<file path="src/rtl/mips_multicycle_cpu.sv">
// Multicycle MIPS subset (add/sub/and/or/slt, lw/sw, beq/bne, addi, j/jal) sharing one req/ready memory port.
// 3-5 cycles per instruction with mem_ready high; a cycle without mem_ready stalls the FSM with the request held stable.
module mips_multicycle_cpu #(
  parameter logic [31:0] RESET_PC        = 32'h0000_0000,
  parameter logic [4:0]  LINK_REG        = 5'd31,
  parameter int          TRAP_ON_ILLEGAL = 1
) (
  input  logic        clk,
  input  logic        rst_n,
  output logic [31:0] pc,
  output logic        mem_req,
  output logic        mem_we,
  output logic [31:0] mem_addr,
  output logic [31:0] mem_wdata,
  input  logic [31:0] mem_rdata,
  input  logic        mem_ready,
  output logic [4:0]  register_a1,
  output logic [4:0]  register_a2,
  output logic [4:0]  register_a3,
  output logic        register_we3,
  output logic [31:0] register_wd3,
  input  logic [31:0] register_rd1,
  input  logic [31:0] register_rd2,
  output logic        retire,
  output logic        halted
);

  typedef enum logic [3:0] {
    S_FETCH, S_DECODE, S_MEMADR, S_MEMRD, S_MEMWB, S_MEMWR, S_EXEC,
    S_ALUWB, S_ADDIEX, S_ADDIWB, S_BRANCH, S_JUMP, S_HALT
  } state_t;

  localparam logic [5:0] OP_RTYPE = 6'h00, OP_J = 6'h02, OP_JAL = 6'h03, OP_BEQ = 6'h04;
  localparam logic [5:0] OP_BNE = 6'h05, OP_ADDI = 6'h08, OP_LW = 6'h23, OP_SW = 6'h2B;
  localparam logic [5:0] FN_ADD = 6'h20, FN_SUB = 6'h22, FN_AND = 6'h24, FN_OR = 6'h25, FN_SLT = 6'h2A;

  state_t      state_q, state_d;
  logic [31:0] pc_q, pc_d, ir_q, ir_d, mdr_q, mdr_d;
  logic [31:0] a_q, a_d, b_q, b_d, alu_out_q, alu_out_d;
  logic [5:0]  op, funct;
  logic [4:0]  rs, rt, rd;
  logic [31:0] sign_imm, alu_res, pc_plus4;
  logic        funct_ok, illegal, req_int;

  assign op          = ir_q[31:26];
  assign rs          = ir_q[25:21];
  assign rt          = ir_q[20:16];
  assign rd          = ir_q[15:11];
  assign funct       = ir_q[5:0];
  assign sign_imm    = {{16{ir_q[15]}}, ir_q[15:0]};
  assign pc_plus4    = pc_q + 32'd4;
  assign funct_ok    = funct inside {FN_ADD, FN_SUB, FN_AND, FN_OR, FN_SLT};
  assign register_a1 = rs;
  assign register_a2 = rt;
  assign pc          = pc_q;
  assign halted      = (state_q == S_HALT);
  // FETCH is the reset state, so the request is masked while reset is held.
  assign mem_req     = req_int & rst_n;

  always_comb begin
    case (funct)
      FN_SUB:  alu_res = a_q - b_q;
      FN_AND:  alu_res = a_q & b_q;
      FN_OR:   alu_res = a_q | b_q;
      FN_SLT:  alu_res = {31'd0, $signed(a_q) < $signed(b_q)};
      default: alu_res = a_q + b_q;
    endcase
  end

  always_comb begin
    state_d      = state_q;
    pc_d         = pc_q;
    ir_d         = ir_q;
    mdr_d        = mdr_q;
    a_d          = a_q;
    b_d          = b_q;
    alu_out_d    = alu_out_q;
    req_int      = 1'b0;
    mem_we       = 1'b0;
    mem_addr     = pc_q;
    mem_wdata    = b_q;
    register_we3 = 1'b0;
    register_a3  = rt;
    register_wd3 = alu_out_q;
    retire       = 1'b0;
    illegal      = 1'b0;
    case (state_q)
      S_FETCH: begin
        req_int = 1'b1;
        if (mem_ready) begin
          ir_d    = mem_rdata;
          pc_d    = pc_plus4;
          state_d = S_DECODE;
        end
      end
      S_DECODE: begin
        a_d       = register_rd1;
        b_d       = register_rd2;
        alu_out_d = pc_q + {sign_imm[29:0], 2'b00};
        case (op)
          OP_RTYPE:     if (funct_ok) state_d = S_EXEC; else illegal = 1'b1;
          OP_LW, OP_SW: state_d = S_MEMADR;
          OP_BEQ, OP_BNE: state_d = S_BRANCH;
          OP_ADDI:      state_d = S_ADDIEX;
          OP_J, OP_JAL: state_d = S_JUMP;
          default:      illegal = 1'b1;
        endcase
        // Without trapping, an undefined instruction retires here as a two-cycle nop.
        if (illegal) begin
          if (TRAP_ON_ILLEGAL != 0) begin
            state_d = S_HALT;
          end else begin
            retire  = 1'b1;
            state_d = S_FETCH;
          end
        end
      end
      S_MEMADR: begin
        alu_out_d = a_q + sign_imm;
        state_d   = (op == OP_LW) ? S_MEMRD : S_MEMWR;
      end
      S_MEMRD: begin
        req_int  = 1'b1;
        mem_addr = alu_out_q;
        if (mem_ready) begin
          mdr_d   = mem_rdata;
          state_d = S_MEMWB;
        end
      end
      S_MEMWB: begin
        register_we3 = 1'b1;
        register_wd3 = mdr_q;
        retire       = 1'b1;
        state_d      = S_FETCH;
      end
      S_MEMWR: begin
        req_int  = 1'b1;
        mem_we   = 1'b1;
        mem_addr = alu_out_q;
        if (mem_ready) begin
          retire  = 1'b1;
          state_d = S_FETCH;
        end
      end
      S_EXEC: begin
        alu_out_d = alu_res;
        state_d   = S_ALUWB;
      end
      S_ALUWB: begin
        register_we3 = 1'b1;
        register_a3  = rd;
        retire       = 1'b1;
        state_d      = S_FETCH;
      end
      S_ADDIEX: begin
        alu_out_d = a_q + sign_imm;
        state_d   = S_ADDIWB;
      end
      S_ADDIWB: begin
        register_we3 = 1'b1;
        retire       = 1'b1;
        state_d      = S_FETCH;
      end
      S_BRANCH: begin
        if ((a_q == b_q) == (op == OP_BEQ)) pc_d = alu_out_q;
        retire  = 1'b1;
        state_d = S_FETCH;
      end
      S_JUMP: begin
        // pc_q already holds the return address (instr + 4) for the link write.
        pc_d = {pc_q[31:28], ir_q[25:0], 2'b00};
        if (op == OP_JAL) begin
          register_we3 = 1'b1;
          register_a3  = LINK_REG;
          register_wd3 = pc_q;
        end
        retire  = 1'b1;
        state_d = S_FETCH;
      end
      S_HALT: state_d = S_HALT;
      default: state_d = S_FETCH;
    endcase
  end

  always_ff @(posedge clk or negedge rst_n) begin
    if (!rst_n) begin
      state_q   <= S_FETCH;
      pc_q      <= RESET_PC;
      ir_q      <= 32'd0;
      mdr_q     <= 32'd0;
      a_q       <= 32'd0;
      b_q       <= 32'd0;
      alu_out_q <= 32'd0;
    end else begin
      state_q   <= state_d;
      pc_q      <= pc_d;
      ir_q      <= ir_d;
      mdr_q     <= mdr_d;
      a_q       <= a_d;
      b_q       <= b_d;
      alu_out_q <= alu_out_d;
    end
  end

endmodule

</file>
<file path="config.mk">
export PLATFORM = sky130hd
export DESIGN_NAME = mips_multicycle_cpu
export DESIGN_NICKNAME = d
export VERILOG_FILES = /design/src/rtl/mips_multicycle_cpu.sv
export SDC_FILE = /design/constraint.sdc
export NUM_CORES = 1
export LEC_CHECK = 0
export CORE_MARGIN = 5
export CORE_UTILIZATION = 43
export DETAILED_ROUTE_END_ITERATION = 16
export PLACE_DENSITY = 0.69
export SKIP_CTS_REPAIR_TIMING = 1
export SLEW_MARGIN = 15
export SYNTH_ARGS = -nofsm -noshare
export SYNTH_HDL_FRONTEND = slang
export SYNTH_SLANG_ARGS = --single-unit
</file>
<file path="constraint.sdc">
create_clock -name clk -period 3.3 [get_ports clk]
set_clock_uncertainty 0.05 [all_clocks]
set_input_delay 0.495 -clock clk [delete_from_list [all_inputs] [get_ports clk]]
set_output_delay 0.495 -clock clk [all_outputs]
set_load 0.05 [all_outputs]
</file>
Word level (Yosys, flattened, before mapping)

Cells that the tools add are included.

$add $sub $neg: 5
$lt $le $gt $ge: 1
Eq/ne operators: 32
Muxes and demuxes: 27
Bitwise gates (word level): 4
Reduce and logical (&&, ||, !) cells: 20

Operators by type and width:

| operator                                                               | number |
|---|---|
| 32-bit one-hot mux with 3 select lines                                 | 2 |
| 32-bit 2-to-1 mux                                                      | 4 |
| 32-bit one-hot mux with 4 select lines                                 | 1 |
| 32-bit adder                                                           | 3 |
| 32-bit one-hot mux with 2 select lines                                 | 1 |
| 6-bit equality test (second input constant)                            | 7 |
| 32-bit by 3-bit adder with 32-bit output (second input constant)       | 1 |
| 32-bit AND                                                             | 1 |
| 32-bit equality test                                                   | 1 |
| 32-bit < comparator                                                    | 1 |
| 32-bit OR                                                              | 1 |
| 4-bit one-hot mux with 8 select lines                                  | 1 |
| 32-bit subtractor                                                      | 1 |
| 4-bit equality test (second input constant)                            | 5 |
| 4-bit 2-to-1 mux                                                       | 5 |
| 4-bit one-hot mux with 5 select lines                                  | 1 |
| 4-bit by 3-bit equality test with 1-bit output (second input constant) | 4 |
| 6-bit by 2-bit equality test with 1-bit output (second input constant) | 2 |
| 6-bit by 3-bit equality test with 1-bit output (second input constant) | 2 |
| 5-bit one-hot mux with 2 select lines                                  | 1 |
| 2-bit OR reduction                                                     | 5 |
| 4-bit by 2-bit equality test with 1-bit output (second input constant) | 2 |
| 2-bit != test (second input constant)                                  | 4 |
| 7-bit by 2-bit != test with 1-bit output (second input constant)       | 1 |
| 22 further kinds                                                       | 32 |

Register bits: 196
Output and inout bits: 148
Logic and storage cells: 97

Depth between registers and ports, before layout

Depth after elaboration: 7
Depth in mapped cells: 14
Depth with buffers taken out: 13

Worst setup path before layout

No wires, ideal clock.

Kind: reg2reg
From: register b_q[16], in the netlist mem_wdata[16]
To: register pc_q[28], in the netlist pc[28]
Setup time: 0.129 ns
Data arrival time: 3.457 ns
Required time: 3.121 ns
Setup slack: -0.336 ns
Cell stages (with the launch flop): 15
Period minus slack after synthesis: 3.636 ns
Cells stage by stage: dfrtp_1 -> inv_1 -> ha_1 -> buf_4 -> or2_4 -> or3_1 -> or3_4 -> nor4_2 -> xor2_1 -> a2bb2oi_1 -> nand2_2 -> or2_2 -> buf_4 -> o21ai_0 -> o21ai_0

Longest elaborated chain between the ends: 4

Ends and longest elaborated chain:

| what                                 | RTL line | RTL |
|---|---|---|
| start: declaration                   | 39       | `logic [31:0] a_q, a_d, b_q, b_d, alu_out_q, alu_out_d;` |
| start signal: assignment             | 192      | `b_q <= 32'd0;` |
| start signal: assignment             | 200      | `b_q <= b_d;` |
| 32-bit equality test                 | 165      | `if ((a_q == b_q) == (op == OP_BEQ)) pc_d = alu_out_q;` |
| 1-bit equality test                  | 165      |  |
| 2-bit != test (no source line)       | --       |  |
| 4-bit AND reduction (no source line) | --       |  |
| end signal: assignment               | 196      | `pc_q <= pc_d;` |
| end: declaration                     | 38       | `logic [31:0] pc_q, pc_d, ir_q, ir_d, mdr_q, mdr_d;` |

Every way passes these cells.
A chain may end at the register's enable or synchronous reset.

Final worst setup path

From: register b_q[0], in the netlist mem_wdata[0]
To: register alu_out_q[20]

Longest elaborated chain between the ends: 3
Elaborated cells between the ends (all ways): 4

Ends and longest elaborated chain:

| what                                                     | RTL line | RTL |
|---|---|---|
| 32-bit adder / 32-bit subtractor (equally long branches) | 66, 62   |  |
| 32-bit one-hot mux with 4 select lines *                 | 61       | `case (funct)` |
| 32-bit one-hot mux with 3 select lines *                 | 87       | `case (state_q)` |
| end signal: assignment                                   | 201      | `alu_out_q <= alu_out_d;` |
| end: declaration                                         | 39       |  |

Every way passes the cells marked *; elsewhere a longest branch is shown, timed or not.

==> parameters.txt <==
Parameter                              Value

Run status
  Outcome    finished clean

Route
  Number of DRC markers after the initial detailed-route iteration    1758
  Remaining antenna violation count after routing    0
  Remaining routing DRC violations    0
  Count of TritonRoute iterations in the first routing pass    8
  Via count    18.55k
  Via-to-Cell Ratio    5.972
  WL/cell    21.77 um
  Post-Route WL    67620 um

Logic synthesis
  Number of instances in the synthesized netlist    2169
  Synthesized area per cell    8.041 um^2
  Share of flip-flops with an asynchronous set or reset    1.000
  Multiplexer share of the synthesized area    0.06658
  Post-synth net total    2429
  Count of state elements after synthesis    196
  Sequential fraction of the synthesis area    0.2812
  Post-synth design cell area    17440 um^2
  Number of distinct library cell variants in the gate-level netlist after synthesis    87
  Simple-gate share of the synthesized area    0.1667
  Largest family of logic cells by synthesized area    compound AO/OA/AOI/OAI gates
  Share of synthesized cell area in full adder, half adder and majority cells    0.1172
  Synth Warn #    0
  Xor and xnor area share after synthesis    0.03314
  Number of enable flip-flop cells after synthesis    0
  Synthesized-area fraction occupied by ao, oa, aoi and oai cells    0.2763
  Most instantiated flip-flop cell in the synthesis netlist    dfrtp_1

Layout
  Filler cell count in the final layout    3573
  Fraction of layout instances using a drive strength above 1    0.2294
  Fin nets    2829
  Signed area change from the synthesized netlist to the final layout    34.62%
  Register area    4925 um^2
  Count of antenna diodes in the layout    0
  Final Non-Filler Cells    3106
  Total area of multi-input combinational cells    12030 um^2

Clock network
  H-Tree Level Count    4
  Total clock sinks    196
  Buffer levels on the longest clock path    2
  TritonCTS clock tree    yes
  Insertion delay to the later sink of the worst-skew pair    480 ps
  Inserted Clock Buffers    17
  Buffer cell driving the clock tree root    clkbuf_16
  Clk slew on worst S/H paths    80 ps

Worst hold path
  Hold Path Class    input pin to asynchronous set/reset pin

Global route
  Global route total overflow    0
  Total global-route track usage    0.2893
  Initial antenna violation count    0
  Global-route wire length before repair    103000 um
  Vias in the first global route    17.97k
  Maximum number of pins on one net before global-route repair    89

Die
  Initial standard-cell utilization of the core    0.4369
  Chip Height    211.4 um
  Top Ports    247
  Standard-cell rows    73
  Die X    211.4 um
  Overall die area    44690 um^2
  Area of the core region    39910 um^2

Worst setup path
  Critical path required time    3670 ps
  Reg-to-Reg End    alu_out_q[20]$_DFFE_PN0P_
  Reg-to-reg startpoint    mem_wdata[0]$_DFFE_PN0P_
  Buf/Inv on CP    2
  Critical path capture point type    register
  Crit start category    register
  Slowest-stage cell, CP    dfrtp_1
  Crit path max fanout    3
  Arrival time at the worst endpoint    3650 ps
  Crit path kind    register to register
  Slowest cell delay on critical path    430 ps
  Family with the most delay on the worst path    compound AO/OA/AOI/OAI gates
  Path depth of the worst reg2reg path    13
  Worst reg2reg setup slack    20 ps
  Crit path cell chain    buf_4 > ha_4 > fa_2 > o21bai_4 > a211oi_4 > o221ai_2 > a21o_1 > a311oi_2 > buf_4 > o211ai_1 > a221o_1 > a221oi_2 > a221o_1

Timing
  Transition at the pin with the smallest max-transition slack    860.3 ps
  Slew Limit Fails    0
  Worst slew margin relative to its limit    0.4265
  Smallest hold slack    410.4 ps
  Final Critical Period    3282 ps
  Final worst path period share    0.9947
  Achievable frequency    0.3047 GHz
  Number of hold violations in the final report    0
  Setup repair after global routing missed its margin    true
  Final Setup Violations    0

Pwr
  Overall power after layout    6.168 mW
  Cell area power density    262.7 nW/um^2
  Static Leak    10.49 nW
  Highest ir drop seen on vdd    0.4141 mV

Run
  Number of maximum-capacitance violations    0

Place
  Routability-driven placement congestion ratio    0.9443
  Final HPWL DP    51790 um
  Count of input and output buffers    246
  Total instance count after detailed placement    3051
synth_stat cells (7+ instances only):
master	instances	area (um^2)
and3_1	21	131.4
buf_4	19	142.6
buf_1	11	41.29
inv_1	113	424.2
a21oi_1	168	840.8
xnor2_1	47	411.6
a222oi_1	9	90.09
mux2i_1	8	80.08
nor2_1	177	664.4
nand2_1	243	912.1
and2_1	7	43.79
or3_1	9	56.30
o211ai_1	21	157.7
clkbuf_1	87	326.6
nor3b_1	9	67.56
dfrtp_1	196	4905
nand4_1	9	56.30
ha_1	157	1964
o21ai_0	217	1086
xor2_1	19	166.4
o221ai_1	12	105.1
a22oi_1	42	315.3
nor2b_1	14	87.58
a21o_1	40	300.3
buf_2	14	70.07
a211oi_1	33	247.7
a221o_1	7	70.07
nand3_1	39	195.2
o22ai_1	30	187.7
mux2_2	96	1081
nor4_1	20	125.1
nor3_1	46	230.2
o21bai_1	13	97.59
o21ai_1	9	45.04
nand2b_1	20	125.1
or2_2	7	43.79
o31ai_1	10	75.07
o21a_1	16	120.1
a31oi_1	30	187.7
a221oi_1	37	324.1
layout by cell type, fill, tap and decap left out, drive strengths merged, types with 46 or more instances in the layout:
| cell type | n |
|---|---|
| ha | 157 |
| buf | 340 |
| nand2 | 244 |
| dfrtp | 196 |
| nor3 | 46 |
| inv | 119 |
| a21oi | 168 |
| o21ai | 226 |
| mux2 | 96 |
| nor2 | 177 |
| clkdlybuf4s50 | 173 |
| xnor2 | 47 |
layer usage:
layer  share of wire  GRT usage  up-vias  routed length, um
li1                -          -     8734                  -
met1            0.44     0.4091     8903              30070
met2            0.46     0.4646      831              30800
met4           0.021    0.07508        0               1418
met3           0.079    0.04535       80               5326
met5               0          0        -                  0
how the worst max path moves through the flow:
| stage | from | endpoint | slack (ps) | depth (start not counted) |
|---|---|---|---|---|
| 2_1_floorplan | mem_wdata[14]$_DFFE_PN0P_ | pc[28]$_DFFE_PN0P_ | 9 | 14 |
| 6_report | mem_wdata[0]$_DFFE_PN0P_ | alu_out_q[20]$_DFFE_PN0P_ | 20 | 13 |
| 3_3_place_gp | a_q[0]$_DFFE_PN0P_ | alu_out_q[26]$_DFFE_PN0P_ | -250 | 13 |
| 5_1_grt | mem_wdata[1]$_DFFE_PN0P_ | alu_out_q[25]$_DFFE_PN0P_ | -70 | 15 |
| 3_5_place_dp | a_q[0]$_DFFE_PN0P_ | alu_out_q[26]$_DFFE_PN0P_ | -230 | 12 |
| 4_1_cts | mem_wdata[0]$_DFFE_PN0P_ | alu_out_q[26]$_DFFE_PN0P_ | -280 | 12 |
report_power, final:
group	internal [mW]	switching, mW	leakage [nW]
Clock	1.09	1.11	0.277
Sequential	2.44	0.0342	2.49
Combinational	0.665	0.829	7.72
Total	4.19	1.98	10.5
stage by stage:
step	setup WS [ps]	setup TNS [ps]	utilization	cell area [um^2]
detailed placement	-229.6	-1053	0.5575	22250
floorplan	9.291	0	-	17510
global placement	-249.5	-721.4	0.5575	22250
finish	17.54	0	0.5882	23480
CTS	-278.8	-1669	0.5721	22840
global route	-67.11	-225.1	0.5882	23480
state kept, by name (all words and copies together) (netlist names):
register	count
a_q	32
alu_out_q	32
ir_q	32
mdr_q	32
mem_wdata	32
pc	32
state_q	4
area by class of cell:
class / count / share of cell area
clock inverter: 13 / 0.006129
timing repair buffer: 515 / 0.2069
sequential: 196 / 0.2098
clock buffer: 18 / 0.01871
multi-input combinational: 1725 / 0.5122
inverter: 114 / 0.01833
tap: 525 / 0.02798
logic make-up (layout without fill, tap and decap cells):
family                   count (synthesis)  in the layout
AO/OA/AOI/OAI                          753            753
XOR/XNOR                                66             66
adder cells (fa/ha/maj)                161            161
buffers and inverters                  248            660
flip-flops                             196            196
multiplexers                           104            104
AND/OR/NAND/NOR                        641            641
Power figures use the tool's default switching activity.
